<file path="config.mk">
export PLATFORM = sky130hd
export DESIGN_NAME = datapath_exec_unit
export DESIGN_NICKNAME = d
export VERILOG_FILES = /design/src/rtl/cpu_pkg.sv /design/src/rtl/exec_alu.sv /design/src/rtl/datapath_exec_unit.sv
export SDC_FILE = /design/constraint.sdc
export NUM_CORES = 1
export LEC_CHECK = 0
export CORE_ASPECT_RATIO = 0.5
export CORE_MARGIN = 1
export CORE_UTILIZATION = 54
export CTS_CLUSTER_SIZE = 30
export DETAILED_ROUTE_END_ITERATION = 8
export GPL_TIMING_DRIVEN = 0
export PLACE_DENSITY_LB_ADDON = 0.15
export REMOVE_ABC_BUFFERS = 1
export SYNTH_ARGS = -nofsm -noshare
export SYNTH_HDL_FRONTEND = slang
export SYNTH_SLANG_ARGS = --single-unit
</file>
<file path="constraint.sdc">
create_clock -name clk -period 6.9 [get_ports clk]
set_clock_uncertainty 0.2 [all_clocks]
set_input_delay 0.69 -clock clk [delete_from_list [all_inputs] [get_ports clk]]
set_output_delay 0.69 -clock clk [all_outputs]
set_load 0.005 [all_outputs]
</file>
<file path="src/rtl/cpu_pkg.sv">
// Shared CPU definitions: ALU opcodes, datapath width defaults and FSM state encodings.
package cpu_pkg;

  localparam int unsigned DATA_WIDTH_DEF = 8;
  localparam int unsigned ADDR_BITS_DEF  = 5;

  localparam logic [3:0] OP_ADD  = 4'd0;
  localparam logic [3:0] OP_SUB  = 4'd1;
  localparam logic [3:0] OP_AND  = 4'd2;
  localparam logic [3:0] OP_OR   = 4'd3;
  localparam logic [3:0] OP_XOR  = 4'd4;
  localparam logic [3:0] OP_NOT  = 4'd5;
  localparam logic [3:0] OP_SHL  = 4'd6;
  localparam logic [3:0] OP_SHR  = 4'd7;
  localparam logic [3:0] OP_ADDI = 4'd8;
  localparam logic [3:0] OP_SLT  = 4'd9;
  localparam logic [3:0] OP_NOP  = 4'hF;

  typedef enum logic [1:0] {
    ST_INIT  = 2'b00,
    ST_READY = 2'b01
  } state_e;

  // Opcodes 10..14 are reserved and, like NOP, leave the result register alone.
  function automatic logic op_updates_result(input logic [3:0] op);
    return op <= OP_SLT;
  endfunction

  function automatic logic op_updates_carry(input logic [3:0] op);
    return (op == OP_ADD) || (op == OP_SUB) || (op == OP_ADDI);
  endfunction

endpackage

</file>
<file path="src/rtl/exec_alu.sv">
// Purely combinational ALU for the execute datapath; carry_out is the bit above the result
// for ADD/SUB/ADDI (borrow for SUB) and zero otherwise.
module exec_alu
  import cpu_pkg::*;
#(
  parameter int unsigned WIDTH = DATA_WIDTH_DEF
) (
  input  logic [WIDTH-1:0] a,
  input  logic [WIDTH-1:0] b,
  input  logic [3:0]       opcode,
  output logic [WIDTH-1:0] y,
  output logic             carry_out
);

  logic [WIDTH:0] sum;
  logic [WIDTH:0] diff;

  assign sum  = {1'b0, a} + {1'b0, b};
  assign diff = {1'b0, a} - {1'b0, b};

  // Operation decode.
  always_comb begin
    y         = '0;
    carry_out = 1'b0;
    case (opcode)
      OP_ADD, OP_ADDI: {carry_out, y} = sum;
      OP_SUB:          {carry_out, y} = diff;
      OP_AND:          y = a & b;
      OP_OR:           y = a | b;
      OP_XOR:          y = a ^ b;
      OP_NOT:          y = ~a;
      OP_SHL:          y = a << b[2:0];
      OP_SHR:          y = a >> b[2:0];
      OP_SLT:          y = {{(WIDTH-1){1'b0}}, (a < b)};
      default:         y = '0;
    endcase
  end

endmodule

</file>
<file path="src/rtl/datapath_exec_unit.sv">
// Execute/memory/writeback datapath beside the CU: ALU result register with flags, a small
// data memory self-initialised to mem[i]=i after reset, and the writeback mux onto result2.
module datapath_exec_unit
  import cpu_pkg::*;
#(
  parameter int unsigned DATA_WIDTH = DATA_WIDTH_DEF,
  parameter int unsigned ADDR_BITS  = ADDR_BITS_DEF,
  parameter int unsigned MEM_DEPTH  = 2 ** ADDR_BITS
) (
  input  logic                  clk,
  input  logic                  rst,
  input  logic [DATA_WIDTH-1:0] operand1,
  input  logic [DATA_WIDTH-1:0] operand2,
  input  logic [DATA_WIDTH-1:0] offset,
  input  logic [3:0]            opcode,
  input  logic                  sel1,
  input  logic                  sel3,
  input  logic                  w_r,
  output logic [DATA_WIDTH-1:0] result2,
  output logic                  zero,
  output logic                  carry,
  output logic                  busy
);

  localparam logic [ADDR_BITS-1:0] LastAddr = ADDR_BITS'(MEM_DEPTH - 1);

  state_e                state_q, state_d;
  logic [ADDR_BITS-1:0]  init_ptr_q;
  logic [DATA_WIDTH-1:0] alu_q;
  logic                  zero_q;
  logic                  carry_q;
  logic                  init_we;
  logic                  ready;

  logic [DATA_WIDTH-1:0] alu_b;
  logic [DATA_WIDTH-1:0] alu_y;
  logic                  alu_c;
  logic [ADDR_BITS-1:0]  addr;

  logic [DATA_WIDTH-1:0] mem [MEM_DEPTH];

  // ADDI always takes the immediate, whatever sel3 says.
  assign alu_b = (sel3 || (opcode == OP_ADDI)) ? offset : operand2;
  assign addr  = alu_q[ADDR_BITS-1:0];

  exec_alu #(
    .WIDTH (DATA_WIDTH)
  ) u_alu (
    .a         (operand1),
    .b         (alu_b),
    .opcode    (opcode),
    .y         (alu_y),
    .carry_out (alu_c)
  );

  // State register.
  always_ff @(posedge clk) begin
    if (!rst) state_q <= ST_INIT;
    else      state_q <= state_d;
  end

  // Next state: leave INIT on the edge that writes the last word.
  always_comb begin
    state_d = state_q;
    case (state_q)
      ST_INIT:  if (init_ptr_q == LastAddr) state_d = ST_READY;
      ST_READY: state_d = ST_READY;
      default:  state_d = ST_INIT;
    endcase
  end

  // FSM outputs.
  always_comb begin
    busy    = 1'b1;
    init_we = 1'b0;
    ready   = 1'b0;
    case (state_q)
      ST_INIT: begin
        busy    = 1'b1;
        init_we = 1'b1;
      end
      ST_READY: begin
        busy  = 1'b0;
        ready = 1'b1;
      end
      default: busy = 1'b1;
    endcase
  end

  // Initialisation pointer walks the whole memory once per reset.
  always_ff @(posedge clk) begin
    if (!rst)         init_ptr_q <= '0;
    else if (init_we) init_ptr_q <= init_ptr_q + 1'b1;
  end

  // Result register and flags; NOP/reserved opcodes hold everything, carry only moves on add/sub.
  always_ff @(posedge clk) begin
    if (!rst) begin
      alu_q   <= '0;
      zero_q  <= 1'b1;
      carry_q <= 1'b0;
    end else if (ready && op_updates_result(opcode)) begin
      alu_q  <= alu_y;
      zero_q <= (alu_y == '0);
      if (op_updates_carry(opcode)) carry_q <= alu_c;
    end
  end

  // Memory write port: init pattern while busy, store data once ready; nothing during reset.
  always_ff @(posedge clk) begin
    if (rst) begin
      if (init_we)          mem[init_ptr_q] <= DATA_WIDTH'(init_ptr_q);
      else if (ready && w_r) mem[addr]      <= operand2;
    end
  end

  // Writeback mux with asynchronous memory read.
  always_comb begin
    result2 = '0;
    if (!busy) result2 = sel1 ? alu_q : mem[addr];
  end

  assign zero  = zero_q;
  assign carry = carry_q;

endmodule

</file>
; After elaboration in Yosys (flattened, before gate mapping)
; Memory sizes are Yosys's and may differ from the RTL's. A register that Yosys moved wholly into a read port is not among the register bits.
; Index checks and enable logic that the tools add are counted.
[word_totals]
input_bits = 33
elab_cells = 62
ram_bits = 256
out_inout_bits = 11
mem_count = 1
register_bits = 17
[classes]
shift = 2
add_sub_neg = 3
bitwise = 4
reduce_logical = 11
n_eq_ne = 12
n_lt_le_gt_ge = 2
mux = 22
[mem_list]
columns = name, depth, width, rd, rd_ports_with_merged_regs, write_ports, line
row1 = mem, 32, 8, 1, 1, 1, datapath_exec_unit.sv:40  ; logic [DATA_WIDTH-1:0] mem [MEM_DEPTH];
[ops]
columns = op, count
row1 = $pmux W8 S9, 1
row2 = $mux W8, 4
row3 = $eq A4 B3 Y1 const B, 4
row4 = $mux W5, 3
row5 = $mux W1, 11
row6 = $add A8 B8 Y9, 1
row7 = $sub A8 B8 Y9, 1
row8 = $and A8 B8 Y8, 1
row9 = $eq A4 B2 Y1 const B, 2
row10 = $eq A4 B4 Y1 const B, 2
row11 = $logic_not A8 Y1, 1
row12 = $lt A8 B8 Y1, 1
row13 = $not A8 Y8, 1
row14 = $or A8 B8 Y8, 1
row15 = $reduce_or A8 Y1, 1
row16 = $shl A8 B3 Y8, 1
row17 = $shr A8 B3 Y8, 1
row18 = $xor A8 B8 Y8, 1
row19 = $add A5 B1 Y5 const B, 1
row20 = $eq A5 B5 Y1 const B, 1
row21 = $eq A4 B1 Y1 const B, 1
row22 = $le A4 B4 Y1 const B, 1
row23 = $logic_not A4 Y1, 1
row24 = $pmux W2 S2, 1
row25 = 9 further kinds, 12

; Depth between registers and ports, before layout
; Gate-level depths: netlist (run 1).
[logic_depth]
depth_word = 9
mapped_depth = 16
mapped_depth_nobuf = 14

; Cells and area by module
; From an unflattened synthesis (run 1), not the netlist that was laid out.
[unflattened]
hier_cells = 873
area_unflattened_um2 = 13141.4
[by_module_without_submodules]
columns = mod, seq_area_each_um2, n_inst, area_per_inst_um2, cells_per_inst
row1 = datapath_exec_unit, 8107.8, 1, 11422.2, 635
row2 = exec_alu, 0.0, 1, 1719.1, 238

; Worst setup path before layout (run 1)
; No wires, ideal clock.
[synth_timing]
kind = input port to flip-flop
startpoint = input opcode[3]
endpoint = register zero_q, in the netlist zero
path_buffers = 3
path_stages = 16
setup_ns = 0.087
setup_slack_ns = 2.769
arrival_time_ns = 3.844
required_ns = 6.613
cell_sequence = buf_4 or4b_4 buf_6 nand2_4 nand2_2 clkbuf_1 ha_1 or2_2 ha_1 a31oi_1 a21oi_1 o31ai_1 mux2i_1 nor4bb_1 o2111ai_1 o31ai_1
[synth_between]
elab_chain_cells = 6
word_cells_on_any_way = 25
cone_classes = 2 x add/sub / 2 x order compare / 9 x eq/ne / 2 x shift / 2 x mux / 3 x bitwise / 5 x reduce/logical
[synth_lines]
columns = element, line
row1 = from (decl), datapath_exec_unit.sv:15  ; input logic [3:0] opcode,
row2 = $eq A4 B4 Y1, "exec_alu.sv:25, datapath_exec_unit.sv:43"
row3 = $logic_or A1 B1 Y1, datapath_exec_unit.sv:43  ; assign alu_b = (sel3 || (opcode == OP_ADDI)) ? offset : operand2;
row4 = $mux W8, datapath_exec_unit.sv:43
row5 = $sub A8 B8 Y9 (tied with other cells), exec_alu.sv:19  ; assign diff = {1'b0, a} - {1'b0, b};
row6 = $pmux W8 S9, exec_alu.sv:25  ; case (opcode)
row7 = $logic_not A8 Y1, datapath_exec_unit.sv:104  ; zero_q <= (alu_y == '0);
row8 = to (signal assigned), datapath_exec_unit.sv:104
row9 = to (decl), datapath_exec_unit.sv:30  ; logic zero_q;
; Several ways; a longest one is shown, not always the timed one.
; A chain may end at the register's enable or synchronous reset.

; Worst setup path after layout (run 1)
[layout_timing]
startpoint = input opcode[1]
endpoint = register zero_q, in the netlist zero
; The elaborated chain is that of the path after synthesis.

==> metrics.yaml, run 1 <==
cts:
  post_cts_buffers: 0
  postCtsResizedCells: 0
  tritoncts: "yes"
  insertion_delay_ns: 0.52
  ctsHoldBuffers: 0
  htree_levels: 1
  clk_path_buf_depth: 3
  cts_sinks: 277
  cts-buffers-inserted: 25
  clockRootBuffer: "clkbuf_16"
  clkTransAtPathRegs_ns: 0.06
drt:
  ant_nets: 0
  drc: 0
  wl_um: 32100
  vias_per_cell: 6.46
  dr.pass1.iters: 5
  wire_per_inst_um: 26.5
  dr_total_vias: 7835
  drtIter0Drc: 904
power_and_ir_drop:
  p_clk_share_pct: 39.8
  power_frac_comb_pct: 7.8
  power_leakage_nw: 4.47
  swShare_pct: 22.0
  p_int_mw: 2.73
  pwr-share-seq_pct: 52.5
  p_switching_mw: 0.770
  peakVddDrop_uv: 242
  power.density_mw_per_mm2: 242
sta:
  fin_crit_ns: 5.65
  period_share_pct: 81.8
  hold_viol_final: 0
  slew_violations: 0
  worst_pin_slew_ns: 1.22
  setup_slack_ns: 1.25
  fmaxAchievable_ghz: 0.177
  finalSetupViolations: 0
  relSlewSlack_pct: 18.6
  rsz0062_at_grt: "no"
logic_synthesis:
  ys_types: 78
  netlist_instances: 865
  async_reset_ff_share_pct: 0
  synth_top_cell_by_area: "edfxtp_1"
  ys.flop_type: "edfxtp_1"
  synth.area.top_cells: "edfxtp_1 (59%), mux4_2 (14%), dfxtp_1 (3.2%), ha_1 (2.3%), nor2_1 (2.3%)"
  netlist_area_mm2: 0.0130
  synthDominantCellAreaShare_pct: 59.1
  synth_area_per_cell_um2: 15.0
  ys_seq_area_share_pct: 62.4
  synth_seq_cells: 277
  synth_edf_count: 256
  synth_warnings: 0
place:
  post-dp-hpwl_um: 21500
  pre_cts_slack_ns: 0.877
  placed_cell_area_mm2: 0.0137
  portBuffers: 43
  gp_congestion: 0.953
critical_path:
  worstPathArrival_ns: 5.88
  reg2reg_slack_ns: 3.46
  crit_buf_inv: 2
  critPathCaptureType: "register"
  worstPathMaxFanout: 23
  crit_family: "simple AND/OR/NAND/NOR gates"
  r2r_start: "state_q[0]"
  critPathSlowestCell: "clkdlybuf4s50_1"
  cp_slowest_stage_delay_ns: 0.93
  critPathKind: "in2reg"
  critPathLaunchType: "input pin"
  r2r_cells: 4
  required_ns: 7.14
  r2r_end: "mem[4][2]"
  cp_cell_sequence: "clkdlybuf4s50_1, nor4b_4, o21ai_2, nand2_2, ha_1, inv_1, fa_1, nor2b_1, o21ai_0, a211oi_1, a221oi_1, o221ai_1, nor4b_1, nand4_1, o31ai_1"
floorplanning:
  die_area_mm2: 0.0247
  pin_count: 44
  fp.dieH_um: 112
  fp-row-count: 39
  core_mm2: 0.0232
  start_util_pct: 56.0
  die_x_um: 221
global_routing:
  grt_pass1_vias: 7805
  grt_max_degree: 57
  grt_use_total_pct: 26.8
  antenna_found_initial: 0
  grt.overflow.total: 0
  grt_pass1_wl_um: 49000
min_path:
  min_from: "zero"
  hp-class: "reg2reg"
  hold_depth: 2
  holdPathEnd: "zero"
cells_and_area:
  n_antenna_cell: 0
  drive_above_1_share_pct: 15.8
  final_cell_area_mm2: 0.0145
  nets: 945
  area_delta_synth_final_pct: 11.5
run_status:
  outcome: "complete, no violations"
run:
  cap_violations: 0
-- worst max path at each step --
stage,start,end,slack [ns],cells after the start
after floorplan,register,result2[7],1.84,6
after global placement,register,result2[3],-0.13,7
after detailed placement,opcode[1],zero,0.88,15
after CTS,opcode[1],zero,1.43,15
after global routing,opcode[1],zero,0.90,15
final,opcode[1],zero,1.25,15
-- final cells by class --
cell class,count,area (um^2)
Tap cell,307,384
Clock buffer,35,683
Inverter,33,124
Multi-Input combinational cell,503,4560
Sequential cell,277,8120
Timing Repair Buffer,47,508
Clock inverter,10,131
Fill cell,1681,8730
-- cell families after synthesis --
kind of cell    share of synthesized area (%)
mux                                      15.6
flops                                    62.4
buf+inv                                  2.68
xor+xnor                                0.270
simple gates                             8.77
fa+ha+maj                                2.54
compound gates                           7.79
-- routing by layer --
| metal | global-route usage [%] | routed length, um | vias up | share of wire (%) |
|---|---|---|---|---|
| met5 | 0 | 0 | - | 0 |
| met4 | 8.10 | 1040 | 0 | 3.2 |
| met3 | 4.04 | 1910 | 72 | 6.0 |
| met2 | 45.5 | 15700 | 308 | 49 |
| met1 | 36.4 | 13400 | 3981 | 42 |
| li1 | - | - | 3474 | - |
-- synthesized netlist by cell type (3+ instances only) --
master	number
a311oi_1	4
nor3_1	11
nand3b_1	8
inv_1	30
mux4_2	80
o211ai_1	8
nor4_1	3
nor2_1	78
and3_1	7
o31ai_1	5
a21oi_1	36
mux2i_1	17
ha_1	24
a211oi_1	15
buf_6	3
or3_1	6
a221oi_1	5
clkbuf_1	35
o21bai_1	3
nor3b_1	3
o221ai_1	4
dfxtp_1	21
edfxtp_1	256
nor2b_1	11
nand2_1	49
a31oi_1	4
and2_1	7
o22ai_1	3
o311a_1	4
o21ai_0	16
nand4_1	3
nor4b_1	4
mux2_2	5
nand2b_1	9
buf_1	11
nand3_1	16
-- cells in the final DEF, fill, tap and decap left out, types with 5 or more instances in the layout --
| cell | netlist | layout |
|---|---|---|
| and2_1 | 7 | 7 |
| nor2_1 | 78 | 78 |
| clkdlybuf4s50_1 | 0 | 43 |
| mux2i_1 | 17 | 17 |
| and3_1 | 7 | 7 |
| o211ai_1 | 8 | 8 |
| clkbuf_16 | 0 | 25 |
| clkbuf_1 | 35 | 8 |
| inv_1 | 30 | 30 |
| dfxtp_1 | 21 | 19 |
| o31ai_1 | 5 | 5 |
| o21ai_0 | 16 | 15 |
| nand3_1 | 16 | 16 |
| a21oi_1 | 36 | 36 |
| a211oi_1 | 15 | 15 |
| mux2_2 | 5 | 5 |
| nand3b_1 | 8 | 8 |
| nand2b_1 | 9 | 9 |
| mux4_2 | 80 | 80 |
| nor2b_1 | 11 | 11 |
| a221oi_1 | 5 | 5 |
| nor3_1 | 11 | 11 |
| nand2_1 | 49 | 49 |
| or3_1 | 6 | 6 |
| ha_1 | 24 | 24 |
| edfxtp_1 | 256 | 256 |
-- tightest hold or removal path, cell delays in order (launching register included) --
cell     delay, ns
dfxtp_1       0.35
a21oi_1       0.07
o31ai_1       0.06
-- power by group through the flow --
| stage | combinational [mW] | clock, mW | sequential, mW |
|---|---|---|---|
| 3_3_place_gp | 0.263 | 0 | 1.88 |
| 5_1_grt | 0.293 | 1.46 | 1.84 |
| 3_5_place_dp | 0.267 | 0 | 1.88 |
| 2_1_floorplan | 0.155 | 0 | 1.87 |
| 4_1_cts | 0.268 | 1.40 | 1.84 |
| 6_report | 0.272 | 1.39 | 1.84 |
-- sequential cells by signal, summed over array words and instances, names as in the netlist, named ones only --
signal and cells:
alu_q 8, carry 1, init_ptr_q 5, mem 256, state_q 1, zero 1
-- metrics by stage --
stage | util (%) | power [mW] | hold WS [ns] | setup TNS, ns | cells
after floorplan | - | 2.03 | 0.264 | 0 | 813
after detailed placement | 58.9 | 2.14 | 0.301 | 0 | 1167
after CTS | 62.4 | 3.51 | 0.316 | 0 | 1212
final | 62.4 | 3.50 | 0.302 | 0 | 1212
after global placement | 58.5 | 2.14 | 0.300 | -0.387 | 1163
after global routing | 62.4 | 3.60 | 0.336 | 0 | 1212
Note: power is estimated with default switching activity, not from simulation.
==> run 2, diff against run 1 <==
==> constraint.sdc (replaced) <==
create_clock -name clk -period 5.4 [get_ports clk]
set_clock_uncertainty 0.2 [all_clocks]
set_input_delay 0.54 -clock clk [delete_from_list [all_inputs] [get_ports clk]]
set_output_delay 0.54 -clock clk [all_outputs]
set_load 0.005 [all_outputs]
==> run 2 against run 1 <==
Net effect: first-iteration DRC count rose by 5.5%; critical endpoint unchanged; critical path type unchanged; critical path depth unchanged; hold slack lost 0.0041 ns; sequential share of layout area down 0.096 points.
==> metrics.yaml, run 2 (synthesis gave the netlist of run 1 again) <==
run_status:
  outcome: "complete, no violations"  # unchanged
floorplanning:
  core_mm2: 0.0232  # unchanged
  fp-row-count: 39  # unchanged
  die_area_mm2: 0.0247  # unchanged
  die_x_um: 221  # unchanged
  start_util_pct: 56.0  # unchanged
  pin_count: 44  # unchanged
  fp.dieH_um: 112  # unchanged
power_and_ir_drop:
  power_frac_comb_pct: 7.8  # about the same
  p_int_mw: 3.49  # was 2.73 mW
  peakVddDrop_uv: 310  # was 242 uV
  finalPower_mw: 4.48  # was 3.50 mW
  power_leakage_nw: 4.52  # was 4.47 nW
  p_switching_mw: 0.983  # was 0.770 mW
  power.density_mw_per_mm2: 308  # was 242 mW/mm^2
  p_clk_share_pct: 39.7  # was 39.8%
  swShare_pct: 22.0  # about the same
  pwr-share-seq_pct: 52.5  # about the same
cells_and_area:
  final_cell_mix: "edfxtp_1 (256), mux4_2 (80), nor2_1 (78)"  # unchanged
  area_delta_synth_final_pct: 11.7  # was 11.5%
  largest_reg_flops: 256  # unchanged
  top_register: "mem"  # unchanged
  drive_above_1_share_pct: 16.0  # was 15.8%
  n_antenna_cell: 0  # unchanged
  nets: 947  # was 945
  mostFrequentLayoutCell: "edfxtp_1"  # unchanged
  reg_top3: "mem x256, alu_q x8, init_ptr_q x5"  # unchanged
critical_path:
  crit_buf_inv: 2  # unchanged
  required_ns: 5.64  # was 7.14 ns
  worstPathArrival_ns: 5.19  # was 5.88 ns
  crit_family: "compound AO/OA/AOI/OAI gates"  # was simple AND/OR/NAND/NOR gates
  worstPathMaxFanout: 23  # unchanged
  critPathKind: "in2reg"  # unchanged
  critPathCaptureType: "register"  # unchanged
  critPathSlowestCell: "dlymetal6s2s_1"  # was clkdlybuf4s50_1
  cp_cell_sequence: "dlymetal6s2s_1, nor4b_4, buf_4, o21ai_2, nand2_2, ha_1, or2_2, ha_1, a31oi_1, a21oi_1, o31ai_1, mux2i_1, nor4bb_1, o2111ai_1, o31ai_1"  # was clkdlybuf4s50_1, nor4b_4, o21ai_2, nand2_2, ha_1, inv_1, fa_1, nor2b_1, o21ai_0, a211oi_1, a221oi_1, o221ai_1, nor4b_1, nand4_1, o31ai_1
  reg2reg_slack_ns: 1.97  # was 3.46 ns
  critPathLaunchType: "input pin"  # unchanged
  cp_slowest_stage_delay_ns: 0.75  # was 0.93 ns
global_routing:
  grt.overflow.total: 0  # unchanged
  use_met3_pct: 4.04  # unchanged
  grt_pass1_wl_um: 49000  # unchanged
  met1_usage_pct: 36.4  # unchanged
  grt_pass1_vias: 7805  # unchanged
  grt-busiest-layer: "met2"  # unchanged
  grt_use_total_pct: 26.8  # unchanged
  antenna_found_initial: 0  # unchanged
  grt_use_met2_pct: 45.5  # unchanged
  grt_max_degree: 57  # unchanged
cts:
  clkTransAtPathRegs_ns: 0.06  # about the same
  ctsHoldBuffers: 0  # unchanged
  cts-buffers-inserted: 25  # unchanged
  clockRootBuffer: "clkbuf_16"  # unchanged
  tritoncts: "yes"  # unchanged
  cts_sinks: 277  # unchanged
  clk_path_buf_depth: 3  # unchanged
  insertion_delay_ns: 0.52  # about the same
  htree_levels: 1  # unchanged
drt:
  vias_per_cell: 6.47  # was 6.46
  dr.pass1.iters: 6  # was 5
  drc: 0  # unchanged
  wl_um: 32100  # about the same
  dr_total_vias: 7851  # was 7835
  drtIter0Drc: 954  # was 904
  ant_nets: 0  # unchanged
  wire_per_inst_um: 26.5  # about the same
run:
  cap_violations: 0  # unchanged
place:
  post-dp-hpwl_um: 21500  # unchanged
  gp_congestion: 0.953  # unchanged
  portBuffers: 43  # unchanged
sta:
  fin_crit_ns: 4.95
  hold_viol_final: 0  # unchanged
  relSlewSlack_pct: 19.1  # was 18.6%
  slew_violations: 0  # unchanged
  fmaxAchievable_ghz: 0.202
  fin_hold_ws_ns: 0.298  # was 0.302 ns
  rsz0062_at_grt: "no"  # unchanged
  finalSetupViolations: 0  # unchanged
  worst_pin_slew_ns: 1.21  # was 1.22 ns
  period_share_pct: 91.7
min_path:
  hp-class: "reg2reg"  # unchanged
## run 2: cell count changes in the layout (fill, tap and decap cells not counted)
cell / change
clkdlybuf4s50_1: -4
dlymetal6s2s_1: +4
buf_4: +2
## run 2: worst reg2reg max path, stage by stage, from the launching register on
cell and delay (ns):
dfxtp_1 0.58, and3_1 0.53, mux2i_1 0.36, nand3b_1 0.55, nor2_1 0.83
## run 2: final timing paths
kind	start	to	depth (start not counted)
max	opcode[1]	zero	15
min	zero	zero	2
max reg2reg	state_q[0]	mem[1][3]	4
min reg2reg	zero	zero	2
## run 2: what timing repair did
| item | in CTS | in global routing |
|---|---|---|
| buffers inserted | 0 | 2 |
| setup endpoints to repair | 0 | 3 |
| gates resized for setup | 0 | 4 |
## run 2: routing by layer
layer,vias to the layer above,routed length (um)
li1,3475,-
met2,331,15800
met3,73,2080
met4,0,1050
met1,3972,13200
met5,-,0
## run 2: stage by stage
stage          utilization, %  instance area [um^2]  TNS, ns  setup slack [ns]  std cells
2_1_floorplan               -                 12800        0             0.491        813
3_5_place_dp             58.9                 13700    -1.51            -0.473       1167
5_1_grt                  62.5                 14500        0             0.152       1214
4_1_cts                  62.4                 14500        0            0.0849       1212
6_report                 62.5                 14500        0             0.448       1214
3_3_place_gp             58.5                 13600   -12.77             -1.48       1163
## run 2: area by class of cell
type,count,area (um^2)
clock buffers,35,683
clock inverters,10,131
fillers,1682,8700
inverters,33,124
multi-input cells,503,4560
flip-flops and latches,277,8120
well taps,307,384
repair buffers,49,533
## run 2: power groups by stage
| stage | logic [mW] | clock network, mW | registers [mW] |
|---|---|---|---|
| final | 0.349 | 1.78 | 2.35 |
| after global routing | 0.375 | 1.87 | 2.35 |
| after CTS | 0.343 | 1.79 | 2.35 |
| after detailed placement | 0.341 | 0 | 2.40 |
| after global placement | 0.336 | 0 | 2.40 |
| after floorplan | 0.198 | 0 | 2.40 |
